===== src/rtl/rv_pkg.sv =====
// Shared RV32 definitions for the EX-stage divider: op encodings, FSM states
// and a two's-complement helper.
package rv_pkg;

  localparam int XLEN = 32;

  typedef enum logic [2:0] {
    DIV_NONE = 3'd0,
    DIV_DIV  = 3'd1,
    DIV_DIVU = 3'd2,
    DIV_REM  = 3'd3,
    DIV_REMU = 3'd4
  } div_op_e;

  typedef enum logic [1:0] {
    DIV_IDLE = 2'd0,
    DIV_BUSY = 2'd1,
    DIV_DONE = 2'd2
  } div_state_e;

  function automatic logic [XLEN-1:0] neg2c(input logic [XLEN-1:0] v);
    return ~v + {{(XLEN-1){1'b0}}, 1'b1};
  endfunction

endpackage


===== src/rtl/udiv_step.sv =====
// One combinational restoring-division step: shift {rem, quo} left by one,
// then subtract the divisor if it fits and record the quotient bit.
module udiv_step #(
  parameter int XLEN = 32
) (
  input  logic [XLEN-1:0] rem_i,
  input  logic [XLEN-1:0] quo_i,
  input  logic [XLEN-1:0] dvsr_i,
  output logic [XLEN-1:0] rem_o,
  output logic [XLEN-1:0] quo_o
);

  logic [XLEN:0] rem_sh_s;

  // Shifted partial remainder needs one extra bit; the difference always fits XLEN.
  always_comb begin
    rem_sh_s = {rem_i, quo_i[XLEN-1]};
    if (rem_sh_s >= {1'b0, dvsr_i}) begin
      rem_o = rem_sh_s[XLEN-1:0] - dvsr_i;
      quo_o = {quo_i[XLEN-2:0], 1'b1};
    end else begin
      rem_o = rem_sh_s[XLEN-1:0];
      quo_o = {quo_i[XLEN-2:0], 1'b0};
    end
  end

endmodule


===== src/rtl/div_unit.sv =====
// Iterative RV32M DIV/DIVU/REM/REMU unit for the EX stage: 32 restoring steps,
// single-cycle special cases, combinational stall request, registered result.
module div_unit #(
  parameter int XLEN = 32
) (
  input  logic            CLK,
  input  logic            nrst,
  input  logic            load_hazard,
  input  logic            flush,
  input  logic [XLEN-1:0] op_a,
  input  logic [XLEN-1:0] op_b,
  input  logic [2:0]      div_op,
  output logic [XLEN-1:0] res,
  output logic            div_stall
);

  import rv_pkg::*;

  div_state_e      state_q, state_d;
  logic [4:0]      count_q, count_d;
  logic [XLEN-1:0] rem_q, rem_d;
  logic [XLEN-1:0] quo_q, quo_d;
  logic [XLEN-1:0] dvsr_q, dvsr_d;
  logic [XLEN-1:0] res_q, res_d;
  logic            neg_quo_q, neg_quo_d;
  logic            neg_rem_q, neg_rem_d;
  logic            is_rem_q, is_rem_d;

  logic            is_div_s, is_signed_s, is_rem_s, ovf_s;
  logic [XLEN-1:0] a_mag_s, b_mag_s;
  logic [XLEN-1:0] step_rem_s, step_quo_s;

  assign is_div_s    = (div_op >= 3'd1) && (div_op <= 3'd4);
  assign is_signed_s = (div_op == DIV_DIV) || (div_op == DIV_REM);
  assign is_rem_s    = (div_op == DIV_REM) || (div_op == DIV_REMU);
  assign ovf_s       = is_signed_s && (op_a == {1'b1, {(XLEN-1){1'b0}}})
                       && (op_b == {XLEN{1'b1}});
  assign a_mag_s     = (is_signed_s && op_a[XLEN-1]) ? neg2c(op_a) : op_a;
  assign b_mag_s     = (is_signed_s && op_b[XLEN-1]) ? neg2c(op_b) : op_b;

  assign div_stall = is_div_s && (state_q != DIV_DONE);
  assign res       = res_q;

  udiv_step #(.XLEN(XLEN)) u_step (
    .rem_i (rem_q),
    .quo_i (quo_q),
    .dvsr_i(dvsr_q),
    .rem_o (step_rem_s),
    .quo_o (step_quo_s)
  );

  // Next-state and datapath update; flush aborts from any state without touching res.
  always_comb begin
    state_d   = state_q;
    count_d   = count_q;
    rem_d     = rem_q;
    quo_d     = quo_q;
    dvsr_d    = dvsr_q;
    res_d     = res_q;
    neg_quo_d = neg_quo_q;
    neg_rem_d = neg_rem_q;
    is_rem_d  = is_rem_q;
    if (flush) begin
      state_d = DIV_IDLE;
      count_d = 5'd0;
    end else begin
      case (state_q)
        DIV_IDLE: begin
          if (is_div_s && !load_hazard) begin
            is_rem_d  = is_rem_s;
            neg_quo_d = (div_op == DIV_DIV) && (op_a[XLEN-1] ^ op_b[XLEN-1]);
            neg_rem_d = (div_op == DIV_REM) && op_a[XLEN-1];
            if (op_b == {XLEN{1'b0}}) begin
              res_d   = is_rem_s ? op_a : {XLEN{1'b1}};
              state_d = DIV_DONE;
            end else if (ovf_s) begin
              res_d   = is_rem_s ? {XLEN{1'b0}} : {1'b1, {(XLEN-1){1'b0}}};
              state_d = DIV_DONE;
            end else begin
              rem_d   = {XLEN{1'b0}};
              quo_d   = a_mag_s;
              dvsr_d  = b_mag_s;
              count_d = 5'd0;
              state_d = DIV_BUSY;
            end
          end else begin
            state_d = DIV_IDLE;
          end
        end
        DIV_BUSY: begin
          rem_d   = step_rem_s;
          quo_d   = step_quo_s;
          count_d = count_q + 5'd1;
          if (count_q == 5'd31) begin
            if (is_rem_q) begin
              res_d = neg_rem_q ? neg2c(step_rem_s) : step_rem_s;
            end else begin
              res_d = neg_quo_q ? neg2c(step_quo_s) : step_quo_s;
            end
            state_d = DIV_DONE;
          end else begin
            state_d = DIV_BUSY;
          end
        end
        DIV_DONE: begin
          if (load_hazard) begin
            state_d = DIV_DONE;
          end else begin
            state_d = DIV_IDLE;
          end
        end
        default: begin
          state_d = DIV_IDLE;
        end
      endcase
    end
  end

  // State and datapath registers with synchronous active-low reset.
  always_ff @(posedge CLK) begin
    if (!nrst) begin
      state_q   <= DIV_IDLE;
      count_q   <= 5'd0;
      rem_q     <= {XLEN{1'b0}};
      quo_q     <= {XLEN{1'b0}};
      dvsr_q    <= {XLEN{1'b0}};
      res_q     <= {XLEN{1'b0}};
      neg_quo_q <= 1'b0;
      neg_rem_q <= 1'b0;
      is_rem_q  <= 1'b0;
    end else begin
      state_q   <= state_d;
      count_q   <= count_d;
      rem_q     <= rem_d;
      quo_q     <= quo_d;
      dvsr_q    <= dvsr_d;
      res_q     <= res_d;
      neg_quo_q <= neg_quo_d;
      neg_rem_q <= neg_rem_d;
      is_rem_q  <= is_rem_d;
    end
  end

endmodule


===== config.mk =====
export PLATFORM = sky130hd
export DESIGN_NAME = div_unit
export DESIGN_NICKNAME = d
export VERILOG_FILES = /design/src/rtl/rv_pkg.sv /design/src/rtl/udiv_step.sv /design/src/rtl/div_unit.sv
export SDC_FILE = /design/constraint.sdc
export NUM_CORES = 1
export LEC_CHECK = 0
export CORE_MARGIN = 5
export CORE_UTILIZATION = 54
export DETAILED_ROUTE_END_ITERATION = 7
export MAX_ROUTING_LAYER = met4
export PLACE_DENSITY_LB_ADDON = 0.15
export SLEW_MARGIN = 20
export SYNTH_ARGS = -nofsm -noshare
export SYNTH_HDL_FRONTEND = slang
export SYNTH_SLANG_ARGS = --single-unit

===== constraint.sdc =====
create_clock -name CLK -period 5.35 [get_ports CLK]
set_input_delay 1.3375 -clock CLK [delete_from_list [all_inputs] [get_ports CLK]]
set_output_delay 1.3375 -clock CLK [all_outputs]
set_load 0.02 [all_outputs]

==> flow_metrics.tcl <==
set metrics [dict create \
    core_mm2 0.0217 \
    r2r-start "dvsr_q[18]" \
    place_hpwl_um 31400 \
    io_pins 104 \
    leakagePower_nw 4.98 \
    grt_overflow_total 0 \
    vias_per_cell 6.59 \
    grt_usage_pct 33.9 \
    place_ws_ns 0.0811 \
    min_period_over_period_pct 92.7 \
    final-setup-viol-count 0 \
    hold_buffers 0 \
    dr.pass1.iters 6 \
    hold-path-endpoint "res[11]" \
    start_util_pct 54.4 \
    ant_nets 0 \
    synthDistinctLibCells 85 \
    tightest_slew_ns 1.10 \
    syn_nets 1766 \
    ys_seq_area_share_pct 23.4 \
    clock_latency_ns 0.44 \
    outcome "finished clean" \
    worst-r2r-setup-slack_ns 0.60 \
    hold_violations 0 \
    first_iter_violations 1630 \
    yosys_warnings 0 \
    max_cap_violations 0 \
    cts_max_path_buffers 2 \
    antenna_found_initial 1 \
    die_w_um 158 \
    min_path_type "register to register" \
    die_y_um 158 \
    nets 1806 \
    portBuffers 103 \
    finalPower_w 0.00349 \
    row_count 54 \
    reg2reg_to "res[30]" \
    clockRootBuffer "clkbuf_16" \
    fin_ws_ns 0.391 \
    ff_latch_area_mm2 0.00276 \
    arrival_ns 5.27 \
    num-fill-cells 2043 \
    clk_pin_slew_ns 0.06 \
    gp_congestion 0.989 \
    startpoint "op_a[25]" \
    multi_input_area_mm2 0.00840 \
    ys.flop_type "dfxtp_1" \
    worstPathMaxFanout 6 \
    ir_worst_vdd_mv 0.183 \
    hold_depth 2 \
    r2r_cells 17 \
    synthesis.area_mm2 0.0118 \
    die_area_mm2 0.0249 \
    avgRoutedWirePerCell_um 21.1 \
    grt_max_degree 73 \
    vias 13100 \
    skew_ns 0.0145 \
    postCtsSetupRepairBufs 0 \
    h-tree-depth 4 \
    async_reset_ff_share_pct 0 \
    min-delay-start "res[11]" \
    slew_headroom_pct 26.9 \
    start_kind "input pin" \
    grt_pass1_wl_um 65000 \
    report.final.slew_viol_count 0 \
    avgSynthCellArea_um2 7.13 \
    fmax_mhz 202 \
    synthCells 1655 \
    clock-sinks 138 \
    fin_tns_setup_ns 0 \
    yosys_register_bits 138 \
    wirelength_um 41900 \
    p_per_area_mw_per_mm2 257 \
    worstPathRequired_ns 5.66 \
    numCtsBuffers 17 \
    path_class "input pin to register" \
    drive_above_1_share_pct 6.03 \
    cts_tree "done" \
    end_kind "register" \
    grt_pass1_vias 11849 \
    cts.repair.resized 0 \
    remaining_drc_errors 0 \
    fin_util_pct 62.7 \
    synth_edf_count 0 \
    rsz0062_at_grt "false" \
    area_growth_pct 15.2 \
    fin_crit_ns 4.96 \
]
-- synth_stat cells, drive strengths merged, types with 26 or more instances --
master	instances	area [µm²]
o21ai	116	592
nand2	159	597
or3	26	163
o31ai	28	210
clkbuf	95	358
nor2	186	698
o211ai	43	323
a31oi	28	175
xor2	61	534
mux2i	29	290
ha	39	488
a21oi	146	734
xnor2	50	438
nand3	42	210
a211oi	52	403
dfxtp	138	2760
inv	56	210
nor3	60	300
-- cell families after synthesis --
logic type	count (synthesis)	synth area share [%]
and+or+nand+nor	625	25.7
AOI/OAI and AO/OA	534	29.6
buffers and inverters	171	5.64
DFF	138	23.4
xor gates and xnor gates	111	8.24
adders and majority gates	40	4.31
muxes	36	3.13
-- cell type report --
class / instances / share of cell area, %
Clock buffer: 19 / 3.26
Sequential cell: 138 / 20.3
Tap cell: 280 / 2.58
Clock inverter: 13 / 0.948
Timing Repair Buffer: 136 / 9.50
Multi-Input combinational cell: 1346 / 61.8
Inverter: 56 / 1.56
Antenna cell: 1 / 0.0184
-- per-stage QoR --
stage	hold WS, ns	cells	area, µm²
4_1_cts	0.468	1988	13600
2_1_floorplan	0.441	1655	11800
3_5_place_dp	0.461	1956	13000
5_1_grt	0.481	1989	13600
6_report	0.469	1989	13600
3_3_place_gp	0.454	1956	13000
-- cells in the final DEF (no fill, tap or decap), types with 9 or more instances in the layout --
cell type	n
a211oi_1	51
a21o_1	12
a21oi_1	144
a22oi_1	9
a31oi_1	28
and2_1	15
and3_1	11
buf_4	32
clkbuf_16	17
clkdlybuf4s50_1	103
dfxtp_1	138
ha_1	39
inv_1	54
mux2i_1	29
nand2_1	159
nand2b_1	11
nand3_1	42
nand4_1	23
nor2_1	184
nor2b_1	10
nor3_1	59
nor4_1	21
o211ai_1	43
o21ai_0	112
o31ai_1	28
o41ai_1	17
or3_1	26
or4_1	23
xnor2_1	50
xor2_1	61
-- sequential cells by signal (all words and copies together) (netlist names) --
name       flops
state_q        2
res           32
rem_q         32
is_rem_q       1
count_q        5
quo_q         32
dvsr_q        32
neg_rem_q      1
neg_quo_q      1
-- layer usage --
metal | wire, µm | global-route usage (%) | share of wire, % | vias up
met5 | 0 | - | 0 | -
met4 | 1220 | 10.3 | 2.9 | 0
met3 | 4430 | 7.82 | 11 | 98
met2 | 18100 | 49.1 | 43 | 691
met1 | 18100 | 46.9 | 43 | 6087
li1 | - | - | - | 6224
-- worst max-delay path, cell delays in order --
cell and delay (ns):
clkdlybuf4s50_1 0.54, or4_1 0.63, nor4_1 0.70, nand4_1 0.27, o21ai_1 0.23, a22oi_1 0.14
or3_1 0.37, a2111oi_0 0.40, nor3_1 0.13, nor4bb_1 0.18, or3b_1 0.34
-- worst max-delay path by stage --
stage | end | slack, ns | depth (start not counted)
after floorplan | res[26] | 0.001 | 20
after global placement | res[31] | 0.11 | 11
after CTS | res[31] | 0.49 | 11
after global routing | res[30] | 0.25 | 16
after detailed placement | res[31] | 0.08 | 11
final | res[31] | 0.39 | 11
-- report_power, final --
group	internal [W]	total, W	switching [W]
clock	0.000662	0.00118	0.000521
sequential	0.00106	0.00109	0.0000356
combinational	0.000433	0.00121	0.000778
total	0.00215	0.00349	0.00133
Power figures use the tool's default switching activity.
